===== src/rtl/svm_pkg.sv =====
// Shared types and width helpers for the SVM datapath blocks.
package svm_pkg;

    typedef enum logic [1:0] {
        IDLE,
        SHIFT,
        DONE
    } denorm_state_t;

    localparam int unsigned DENORM_D_WIDTH = 16;

    // Shift-amount width for a given data width; at least one bit even for tiny words.
    function automatic int unsigned denorm_sh_width(input int unsigned d_width);
        return (d_width > 2) ? $clog2(d_width) : 1;
    endfunction

endpackage


===== src/rtl/denorm_shift_seq.sv =====
// Sequential denormalizer: right-shifts a normalized word one bit per cycle,
// accumulating a sticky bit over everything shifted out.
module denorm_shift_seq
    import svm_pkg::*;
#(
    parameter int unsigned D_WIDTH = DENORM_D_WIDTH,
    localparam int unsigned SH_WIDTH = denorm_sh_width(D_WIDTH)
) (
    input  logic                clk,
    input  logic                rst_n,
    input  logic                in_valid_i,
    output logic                in_ready_o,
    input  logic [D_WIDTH-1:0]  norm_i,
    input  logic [SH_WIDTH-1:0] shamt_i,
    output logic                out_valid_o,
    input  logic                out_ready_i,
    output logic [D_WIDTH-1:0]  data_o,
    output logic                sticky_o,
    output logic                busy_o
);

    denorm_state_t state_q, state_d;
    logic [D_WIDTH-1:0]  shift_q, shift_d;
    logic                sticky_q, sticky_d;
    logic [SH_WIDTH-1:0] count_q, count_d;
    logic [D_WIDTH-1:0]  data_out_q;
    logic                sticky_out_q;
    logic                load_out;

    always_comb begin
        state_d  = state_q;
        shift_d  = shift_q;
        sticky_d = sticky_q;
        count_d  = count_q;

        unique case (state_q)
            IDLE: begin
                if (in_valid_i) begin
                    shift_d  = norm_i;
                    count_d  = shamt_i;
                    sticky_d = 1'b0;
                    state_d  = (shamt_i != '0) ? SHIFT : DONE;
                end
            end
            SHIFT: begin
                sticky_d = sticky_q | shift_q[0];
                shift_d  = shift_q >> 1;
                count_d  = count_q - SH_WIDTH'(1);
                if (count_q == SH_WIDTH'(1)) begin
                    state_d = DONE;
                end
            end
            DONE: begin
                if (out_ready_i) begin
                    state_d = IDLE;
                end
            end
            default: state_d = IDLE;
        endcase
    end

    // Output registers load once on entry to DONE so they hold between results.
    assign load_out = (state_q != DONE) && (state_d == DONE);

    always_ff @(posedge clk or negedge rst_n) begin
        if (!rst_n) begin
            state_q      <= IDLE;
            shift_q      <= '0;
            sticky_q     <= 1'b0;
            count_q      <= '0;
            data_out_q   <= '0;
            sticky_out_q <= 1'b0;
        end else begin
            state_q  <= state_d;
            shift_q  <= shift_d;
            sticky_q <= sticky_d;
            count_q  <= count_d;
            if (load_out) begin
                data_out_q   <= shift_d;
                sticky_out_q <= sticky_d;
            end
        end
    end

    assign in_ready_o  = (state_q == IDLE);
    assign out_valid_o = (state_q == DONE);
    assign busy_o      = (state_q != IDLE);
    assign data_o      = data_out_q;
    assign sticky_o    = sticky_out_q;

endmodule


===== config.mk =====
export PLATFORM = sky130hd
export DESIGN_NAME = denorm_shift_seq
export DESIGN_NICKNAME = d
export VERILOG_FILES = /design/src/rtl/svm_pkg.sv /design/src/rtl/denorm_shift_seq.sv
export SDC_FILE = /design/constraint.sdc
export NUM_CORES = 1
export LEC_CHECK = 0
export BUFFER_PORTS_ARGS = -buffer_cell sky130_fd_sc_hd__buf_4
export CAP_MARGIN = 0
export CORE_MARGIN = 2
export CORE_UTILIZATION = 50
export DETAILED_ROUTE_END_ITERATION = 10
export GPL_TIMING_DRIVEN = 0
export PLACE_DENSITY_LB_ADDON = 0.3
export SETUP_SLACK_MARGIN = 0.3
export SLEW_MARGIN = 25
export SYNTH_ARGS = -nofsm -noshare
export SYNTH_HDL_FRONTEND = slang
export SYNTH_SLANG_ARGS = --single-unit

===== constraint.sdc =====
create_clock -name clk -period 5.92 [get_ports clk]
set_input_delay 0.296 -clock clk [delete_from_list [all_inputs] [get_ports clk]]
set_output_delay 0.296 -clock clk [all_outputs]
set_load 0.05 [all_outputs]

==> flow_metrics.py, run 1 <==
metrics = {
    "run_status": {
        "outcome": "completed",
    },
    "setup_path": {
        "path_max_fanout": 10,
        "end_kind": "output pin",
        "cpLargestDelayFamily": "buffers and inverters",
        "r2r_cells": 7,
        "cpMaxStageDelayCell": "clkbuf_1",
        "worstSetupPathDepth": 6,
        "required_ns": 5.62,
        "path_cells": "clkbuf_1 -> inv_1 -> clkbuf_1 -> nand2_1 -> inv_1 -> buf_4",
        "critPathKind": "register to output pin",
        "arrival_ns": 1.90,
        "max_stage_delay_ns": 0.46,
        "start_kind": "register",
        "crit_buf_inv": 5,
    },
    "clock_network": {
        "h-tree-depth": 2,
        "clkTransAtPathRegs_ns": 0.08,
        "ctsHoldBuffers": 1,
        "tritoncts": "yes",
        "cts_buffers": 5,
        "cts-root-buf": "clkbuf_8",
        "clock_latency_ns": 0.29,
        "clockBufferDepth": 2,
        "cts_sinks": 40,
        "post_cts_buffers": 0,
        "ctsResizeCount": 0,
    },
    "layout": {
        "multi_input_area_um2": 875,
        "drive_gt1_share_pct": 27.2,
        "n_antenna_cell": 0,
        "final_util_pct": 63.2,
        "regArea_um2": 1000,
        "area_growth_pct": 23.7,
        "fillers": 329,
        "finalNetCount": 264,
    },
    "detailed_routing": {
        "routedWlPerCell_um": 18.0,
        "firstDrtPassIters": 4,
        "drc": 0,
        "routed_wl_mm": 5.21,
        "drt_iter0_markers": 185,
        "viasPerCell": 6.25,
        "ant_nets": 0,
        "vias": 1806,
    },
    "sta": {
        "skew_ns": 0.00604,
        "post-route-period-util_pct": 37.1,
        "fin_crit_ns": 2.20,
        "fin_hold_ws_ns": 0.316,
        "rsz0062_at_grt": "false",
        "report.final.slew_viol_count": 0,
        "max_freq_mhz": 455,
        "setup-violations-final": 0,
        "hold_violations": 0,
        "setup_tns_ns": 0,
        "maxSlewHeadroom_pct": 61.9,
        "tightest_slew_ns": 0.571,
    },
    "floorplanning": {
        "die_y_um": 67.5,
        "num_rows": 23,
        "design.portCount": 44,
        "die_area_um2": 4560,
        "coreArea_um2": 3940,
        "die_w_um": 67.5,
        "start_util_pct": 51.1,
    },
    "placed_design": {
        "place_congestion": 0.828,
        "port_buffers": 42,
        "hpwl_mm": 3.54,
    },
    "power_and_ir_drop": {
        "ir_drop_mv": 0.292,
        "leakage_nw": 1.03,
        "p_per_area_nw_per_um2": 633,
    },
    "hold_path": {
        "hold_class": "input port to register",
        "min_path_cells": 3,
    },
    "run": {
        "drv_cap": 0,
    },
    "grt": {
        "grt_start_max_net_pins": 41,
        "antenna_found_initial": 0,
        "overflow": 0,
        "grt_pass1_vias": 1791,
        "grt_pass1_wl_mm": 8.55,
        "grtUsageTotal_pct": 25.6,
    },
    "synthesis": {
        "yosys_warnings": 0,
        "synth.yosys.seq_area_share_pct": 49.7,
        "syn_inst": 188,
        "synth_area_per_cell_um2": 10.7,
        "yosys_register_bits": 40,
        "ys_types": 31,
        "synth_nets": 214,
        "synth_area_um2": 2020,
    },
}
[path summary, 6_finish.rpt]
kind | endpoint | from | slack [ns]
setup / recovery | in_ready_o | state_q[1] | 3.72
max in group asynchronous | sticky_o | rst_n | 5.05
setup reg to reg | data_o[11] | count_q[1] | 3.84
min in group asynchronous | data_o[3] | rst_n | 0.52
hold / removal | count_q[0] | shamt_i[0] | 0.32
hold reg to reg | data_o[15] | data_o[15] | 0.50
[layer usage]
layer | share of wire [%] | vias up | track usage, %
met5 | 0 | - | 0
met3 | 6.2 | 6 | 5.83
met4 | 0.73 | 0 | 8.93
li1 | - | 838 | -
met2 | 48 | 70 | 39.1
met1 | 45 | 892 | 35.7
[tightest hold or removal path, cell delays in order]
cell and delay (ns):
buf_4 0.09, o22ai_1 0.05, a21oi_1 0.13
[layout by cell type (no fill, tap or decap), drive strengths merged]
master and count:
a21oi 6, a2bb2oi 1, and3b 1, buf 47
clkbuf 25, dfrtp 40, dlygate4sd3 1, ha 2
inv 7, mux2 1, mux2i 1, nand2 4
nand2b 2, nand3 1, nand3b 2, nor2 19
nor2b 1, nor3 1, o211ai 2, o21ai 1
o221ai 18, o22a 2, o22ai 19, o31ai 16
o32ai 15, or2 1, or3b 2, or4 1
[final cells by class]
cell class / instances / area share (%)
repair buffers: 43 / 13.0
multi-input cells: 119 / 35.1
plain buffers: 22 / 4.57
well taps: 50 / 2.51
inverters: 7 / 1.05
clock buffers: 8 / 3.61
flip-flops and latches: 40 / 40.1
[metrics by stage]
| step | instance area, µm² | cells | power (W) | setup WS [ns] |
|---|---|---|---|---|
| finish | 2490 | 289 | 0.00158 | 3.72 |
| global route | 2490 | 289 | 0.00168 | 3.59 |
| floorplan | 2020 | 188 | 0.00114 | 3.92 |
| global placement | 2390 | 280 | 0.00137 | 3.90 |
| detailed placement | 2390 | 280 | 0.00139 | 3.87 |
| CTS | 2490 | 289 | 0.00158 | 3.71 |
[kinds of logic (layout without fill, tap and decap cells)]
family | after synthesis | after routing | synth area share (%)
flops | 40 | 40 | 49.7
fa+ha+maj | 2 | 2 | 1.24
compound gates | 80 | 80 | 32.5
simple gates | 35 | 35 | 8.63
buf+inv | 29 | 80 | 6.95
mux | 2 | 2 | 1.06
[state kept, by name, indices dropped and copies added (netlist names)]
signal    flops
count_q       4
data_o       16
shift_q      16
state_q       2
sticky_o      1
sticky_q      1
[power breakdown]
group	switching, W	internal [W]	total [W]
clock	0.0000887	0.0000950	0.000184
combinational	0.000590	0.000294	0.000884
sequential	0.000104	0.000408	0.000512
total	0.000783	0.000797	0.00158
[synth_stat cells]
| library cell | number | share of area (%) |
|---|---|---|
| nor2_1 | 19 | 3.5 |
| dfrtp_1 | 40 | 50 |
| nor3_1 | 1 | 0.25 |
| nand3_1 | 1 | 0.25 |
| o22a_1 | 2 | 0.87 |
| o22ai_1 | 19 | 5.9 |
| o211ai_1 | 2 | 0.74 |
| ha_1 | 2 | 1.2 |
| o221ai_1 | 18 | 7.8 |
| or2_2 | 1 | 0.31 |
| nand2_1 | 4 | 0.74 |
| o31ai_1 | 6 | 2.2 |
| buf_2 | 1 | 0.25 |
| a2bb2oi_1 | 1 | 0.43 |
| buf_6 | 2 | 1.1 |
| o21ai_0 | 1 | 0.25 |
| o31ai_2 | 10 | 6.2 |
| buf_8 | 1 | 0.74 |
| mux2i_1 | 1 | 0.50 |
| o32ai_1 | 15 | 6.5 |
| inv_1 | 7 | 1.3 |
| or4_4 | 1 | 0.56 |
| and3b_1 | 1 | 0.43 |
| a21oi_1 | 6 | 1.5 |
| mux2_1 | 1 | 0.56 |
| clkbuf_1 | 17 | 3.2 |
| or3b_1 | 2 | 0.87 |
| nor2b_1 | 1 | 0.31 |
| nand3b_1 | 2 | 0.74 |
| nand2b_1 | 2 | 0.62 |
| buf_4 | 1 | 0.37 |
(Power assumes the default switching activity.)
==> run 2, diff against run 1 <==
- CORE_UTILIZATION: 50 -> 48
- clock period: 5.92 -> 2.02 ns (I/O delays scaled with it)
==> run 2 against run 1 <==
Total power rose to 3.8 times the previous value. Routed wire length rose by 40%. Die area grew 3.9%. Sequential cell count unchanged. Highest routed layer unchanged. Cell count is 3.1% higher. Largest cell class is now multi-input combinational cells. First-iteration DRC count down 3.8%.
==> flow_metrics.py, run 2 (synthesis results as in run 1) <==
metrics = {
    "setup_path": {
        "path_cells": "inv_2 -> ha_1 -> or3b_1 -> clkbuf_8 -> o22a_1 -> buf_6 -> buf_4 -> o31ai_2",
        "path_max_fanout": 5,
        "cpMaxStageDelayCell": "dfrtp_1",
        "rrSetupSlack_ns": 0.11,
        "end_kind": "register",
        "max_stage_delay_ns": 0.40,
        "crit_buf_inv": 4,
        "start_kind": "register",
        "arrival_ns": 2.11,
        "cpLargestDelayFamily": "buffers and inverters",
        "required_ns": 2.22,
        "critPathKind": "register to register",
    },
    "sta": {
        "rsz0062_at_grt": "true",
        "setup-violations-final": 0,
        "skew_ns": 0.0108,
        "tightest_slew_ns": 1.16,
        "maxSlewHeadroom_pct": 22.6,
        "fin_ws_ns": 0.109,
        "report.final.slew_viol_count": 0,
        "setup_tns_ns": 0,
        "hold_violations": 0,
        "max_freq_mhz": 523,
        "post-route-period-util_pct": 94.6,
        "fin_crit_ns": 1.91,
    },
    "floorplanning": {
        "die_y_um": 68.8,
        "die_w_um": 68.8,
        "num_rows": 23,
        "design.portCount": 44,
        "start_util_pct": 50.0,
        "die_area_um2": 4730,
        "coreArea_um2": 4030,
    },
    "layout": {
        "multi_input_area_um2": 1360,
        "n_antenna_cell": 0,
        "finalNetCount": 274,
        "drive_gt1_share_pct": 51.6,
        "final_common_cell": "buf_4",
        "regArea_um2": 1000,
        "fillers": 229,
        "most-common-layout-cells": "buf_4, dfrtp_1, o22ai_1, nor2_1, o31ai_4",
        "area_growth_pct": 57.0,
    },
    "clock_network": {
        "cts_buffers": 5,
        "tritoncts": "yes",
        "cts-root-buf": "clkbuf_8",
        "clkTransAtPathRegs_ns": 0.08,
        "clock_latency_ns": 0.30,
        "cts_sinks": 40,
        "clockBufferDepth": 2,
        "h-tree-depth": 2,
    },
    "detailed_routing": {
        "met2_length_mm": 3.79,
        "drc": 0,
        "dr_wl_met3_um": 537,
        "viasPerCell": 6.86,
        "highest_layer": "met4",
        "firstDrtPassIters": 4,
        "ant_nets": 0,
        "vias": 2045,
        "routed_wl_mm": 7.27,
        "drt_iter0_markers": 178,
        "routedWlPerCell_um": 24.4,
        "wl_met1_mm": 2.65,
    },
    "grt": {
        "grt_pass1_wl_mm": 9.80,
        "grtUsageTotal_pct": 28.9,
        "overflow": 0,
        "grt_start_max_net_pins": 41,
        "grt_pass1_vias": 1909,
        "antenna_found_initial": 0,
    },
    "power_and_ir_drop": {
        "leakage_nw": 1.21,
        "ir_drop_mv": 1.05,
        "p_per_area_nw_per_um2": 1880,
    },
    "placed_design": {
        "place_congestion": 0.814,
        "dp_slack_ns": 0.112,
        "port_buffers": 42,
        "hpwl_mm": 3.62,
    },
    "run_status": {
        "outcome": "completed",
    },
    "hold_path": {
        "hold_class": "input port to register",
    },
    "run": {
        "drv_cap": 0,
    },
}
-- run 2: what timing repair did --
action,4_1_cts,5_1_grt
endpoints found under the hold margin,40,0
cloned,2,0
pin swaps,6,1
endpoints found under the setup margin,30,37
buffers inserted,7,1
resized for setup,50,49
hold buffers,1,0
-- run 2: area by class of cell --
type | instances | area share [%]
multi-input cells | 119 | 43.0
clock buffers | 7 | 3.04
flip-flops and latches | 40 | 31.7
well taps | 50 | 1.98
repair buffers | 53 | 13.7
plain buffers | 22 | 5.57
inverters | 7 | 1.07
-- run 2: worst min-delay path: cells and delay by family --
family | cells | cell delay (ns)
buffers and inverters | 1 | 0.08
AND/OR/NAND/NOR | 1 | 0.11
AO/OA/AOI/OAI | 1 | 0.10
-- run 2: final timing paths --
kind | start | cells after the start | to
worst max-delay path | count_q[1] | 8 | data_o[2]
worst min-delay path | norm_i[12] | 3 | shift_q[12]
max in group asynchronous | rst_n | 2 | state_q[0]
worst max register to register | count_q[1] | 8 | data_o[2]
min in group asynchronous | rst_n | 2 | shift_q[15]
worst min register to register | data_o[15] | 1 | data_o[15]
-- run 2: stage by stage --
step                      instances  hold WS [ns]  utilization (%)  total power, W  instance area, µm²
after floorplan                 188        -0.195                -         0.00335                2030
after global placement          280         0.110             59.8         0.00403                2410
after detailed placement        280         0.111             59.8         0.00411                2410
after CTS                       297         0.124             72.3         0.00531                2910
after global routing            298         0.133             78.6         0.00618                3170
final                           298         0.128             78.6         0.00595                3170
-- run 2: metal layers --
metal / global-route usage, % / vias to the layer above
met2: 46.6 / 121
met3: 5.19 / 30
met1: 38.8 / 1026
met4: 11.0 / 0
met5: 0 / -
li1: - / 868
-- run 2: power breakdown --
group | internal, W | switching, W | leakage [nW]
clock | 0.000304 | 0.000280 | 0.0503
combinational | 0.00139 | 0.00235 | 0.692
sequential | 0.00120 | 0.000432 | 0.469
total | 0.00289 | 0.00306 | 1.21
==> run 3, diff against run 2 <==
- GPL_TIMING_DRIVEN: 0 -> 1
==> run 3 against run 2 <==
Via count decreased by 13%. Final area decreased by 19%. Setup slack improved by 0.22 ns. Die area unchanged. Sequential share of layout area increased by 7.5 points. Register-to-register slack improved by 0.22 ns. Critical endpoint is now data_o[4]. Largest power group unchanged.
==> flow_metrics.py, run 3 (synthesis results as in run 1) <==
metrics = {
    "run_status": {
        "outcome": "completed",
    },
    "grt": {
        "overflow": 0,
        "antenna_found_initial": 0,
        "grt_pass1_wl_mm": 8.19,
        "grt_start_max_net_pins": 41,
        "grtUsageTotal_pct": 23.2,
        "grt_pass1_vias": 1778,
    },
    "setup_path": {
        "required_ns": 2.18,
        "crit_buf_inv": 1,
        "path_cells": "ha_1 -> or3b_4 -> buf_4 -> o221ai_1 -> o31ai_2",
        "cpLargestDelayFamily": "flip-flops",
        "cp-startpoint": "count_q[0]",
        "worstReg2RegStart": "count_q[0]",
        "critPathKind": "register to register",
        "cpMaxStageDelayCell": "dfrtp_1",
        "max_stage_delay_ns": 0.43,
        "path_max_fanout": 18,
        "start_kind": "register",
        "end_kind": "register",
        "arrival_ns": 1.85,
    },
    "clock_network": {
        "cts-root-buf": "clkbuf_8",
        "tritoncts": "yes",
        "h-tree-depth": 2,
        "cts_buffers": 5,
        "clockBufferDepth": 2,
        "clkTransAtPathRegs_ns": 0.08,
        "clock_latency_ns": 0.29,
        "cts_sinks": 40,
    },
    "placed_design": {
        "port_buffers": 43,
        "hpwl_mm": 3.32,
        "place_congestion": 0.828,
    },
    "layout": {
        "most-common-layout-cells": "buf_4, dfrtp_1, o22ai_1, nor2_1, o221ai_1",
        "area_growth_pct": 26.9,
        "n_antenna_cell": 0,
        "finalNetCount": 255,
        "final_common_cell": "buf_4",
        "drive_gt1_share_pct": 37.4,
    },
    "sta": {
        "post-route-period-util_pct": 83.6,
        "rsz0062_at_grt": "false",
        "setup_tns_ns": 0,
        "tightest_slew_ns": 0.520,
        "max_freq_mhz": 592,
        "skew_ns": 0.00764,
        "hold_violations": 0,
        "maxSlewHeadroom_pct": 65.3,
        "setup-violations-final": 0,
        "fin_crit_ns": 1.69,
        "report.final.slew_viol_count": 0,
    },
    "power_and_ir_drop": {
        "leakage_nw": 1.05,
        "p_per_area_nw_per_um2": 1860,
        "p_total_w": 0.00475,
        "ir_drop_mv": 1.06,
    },
    "detailed_routing": {
        "drc": 0,
        "viasPerCell": 6.36,
        "vias": 1781,
        "firstDrtPassIters": 4,
        "routed_wl_mm": 5.20,
        "routedWlPerCell_um": 18.6,
        "ant_nets": 0,
        "drt_iter0_markers": 119,
    },
    "floorplanning": {
        "die_w_um": 68.8,
        "coreArea_um2": 4030,
        "die_y_um": 68.8,
        "num_rows": 23,
        "start_util_pct": 50.0,
        "die_area_um2": 4730,
        "design.portCount": 44,
    },
    "hold_path": {
        "hold_class": "input port to register",
        "holdCritStartpoint": "norm_i[3]",
    },
    "run": {
        "drv_cap": 0,
    },
}
[run 3: area by class of cell]
cell class / instances / area (µm²)
Inverter: 7 / 33.8
Tap cell: 50 / 62.6
Multi-Input combinational cell: 119 / 928
Sequential cell: 40 / 1000
Clock inverter: 1 / 8.76
Clock buffer: 7 / 76.3
Timing Repair Buffer: 56 / 447
Fill cell: 330 / 1470
[run 3: final timing paths]
check	cells past startpoint	slack, ns	end
setup / recovery	5	0.33	data_o[4]
hold / removal	3	0.13	shift_q[3]
setup reg to reg	5	0.33	data_o[4]
hold reg to reg	1	0.53	data_o[15]
max in group asynchronous	2	1.31	state_q[0]
min in group asynchronous	2	0.32	state_q[1]
[run 3: report_power, final]
part / total [W] / internal (W) / leakage [nW] / switching [W]
combinational: 0.00271 / 0.000965 / 0.538 / 0.00175
clock: 0.000522 / 0.000247 / 0.0424 / 0.000275
sequential: 0.00152 / 0.00120 / 0.469 / 0.000325
[run 3: per-layer routing]
metal  track usage [%]  routed length (µm)
met1              31.3                2300
met2              38.1                2610
met3              4.71                 277
met4              6.86                  19
met5                 0                   0
[run 3: what timing repair did]
item / CTS / global route
cloned: 0 / 1
pin swaps: 0 / 1
endpoints found under the hold margin: 40 / 0
gates resized for setup: 0 / 18
hold buffers: 1 / 0
endpoints found under the setup margin: 2 / 16
setup buffers: 1 / 0
[run 3: stage by stage]
step	utilization [%]	setup slack [ns]	hold slack [ns]	instances	cell area (µm²)
after global routing	63.5	0.303	0.138	280	2560
after detailed placement	59.1	0.322	0.112	269	2380
final	63.5	0.331	0.128	280	2560
after CTS	61.6	0.337	0.119	279	2480
after floorplan	-	0.199	-0.195	188	2030
after global placement	59.1	0.375	0.110	269	2380
[run 3: worst min-delay path, cell delays in order]
cell and delay, ns:
buf_4 0.08, o32ai_1 0.09, nor2_1 0.11
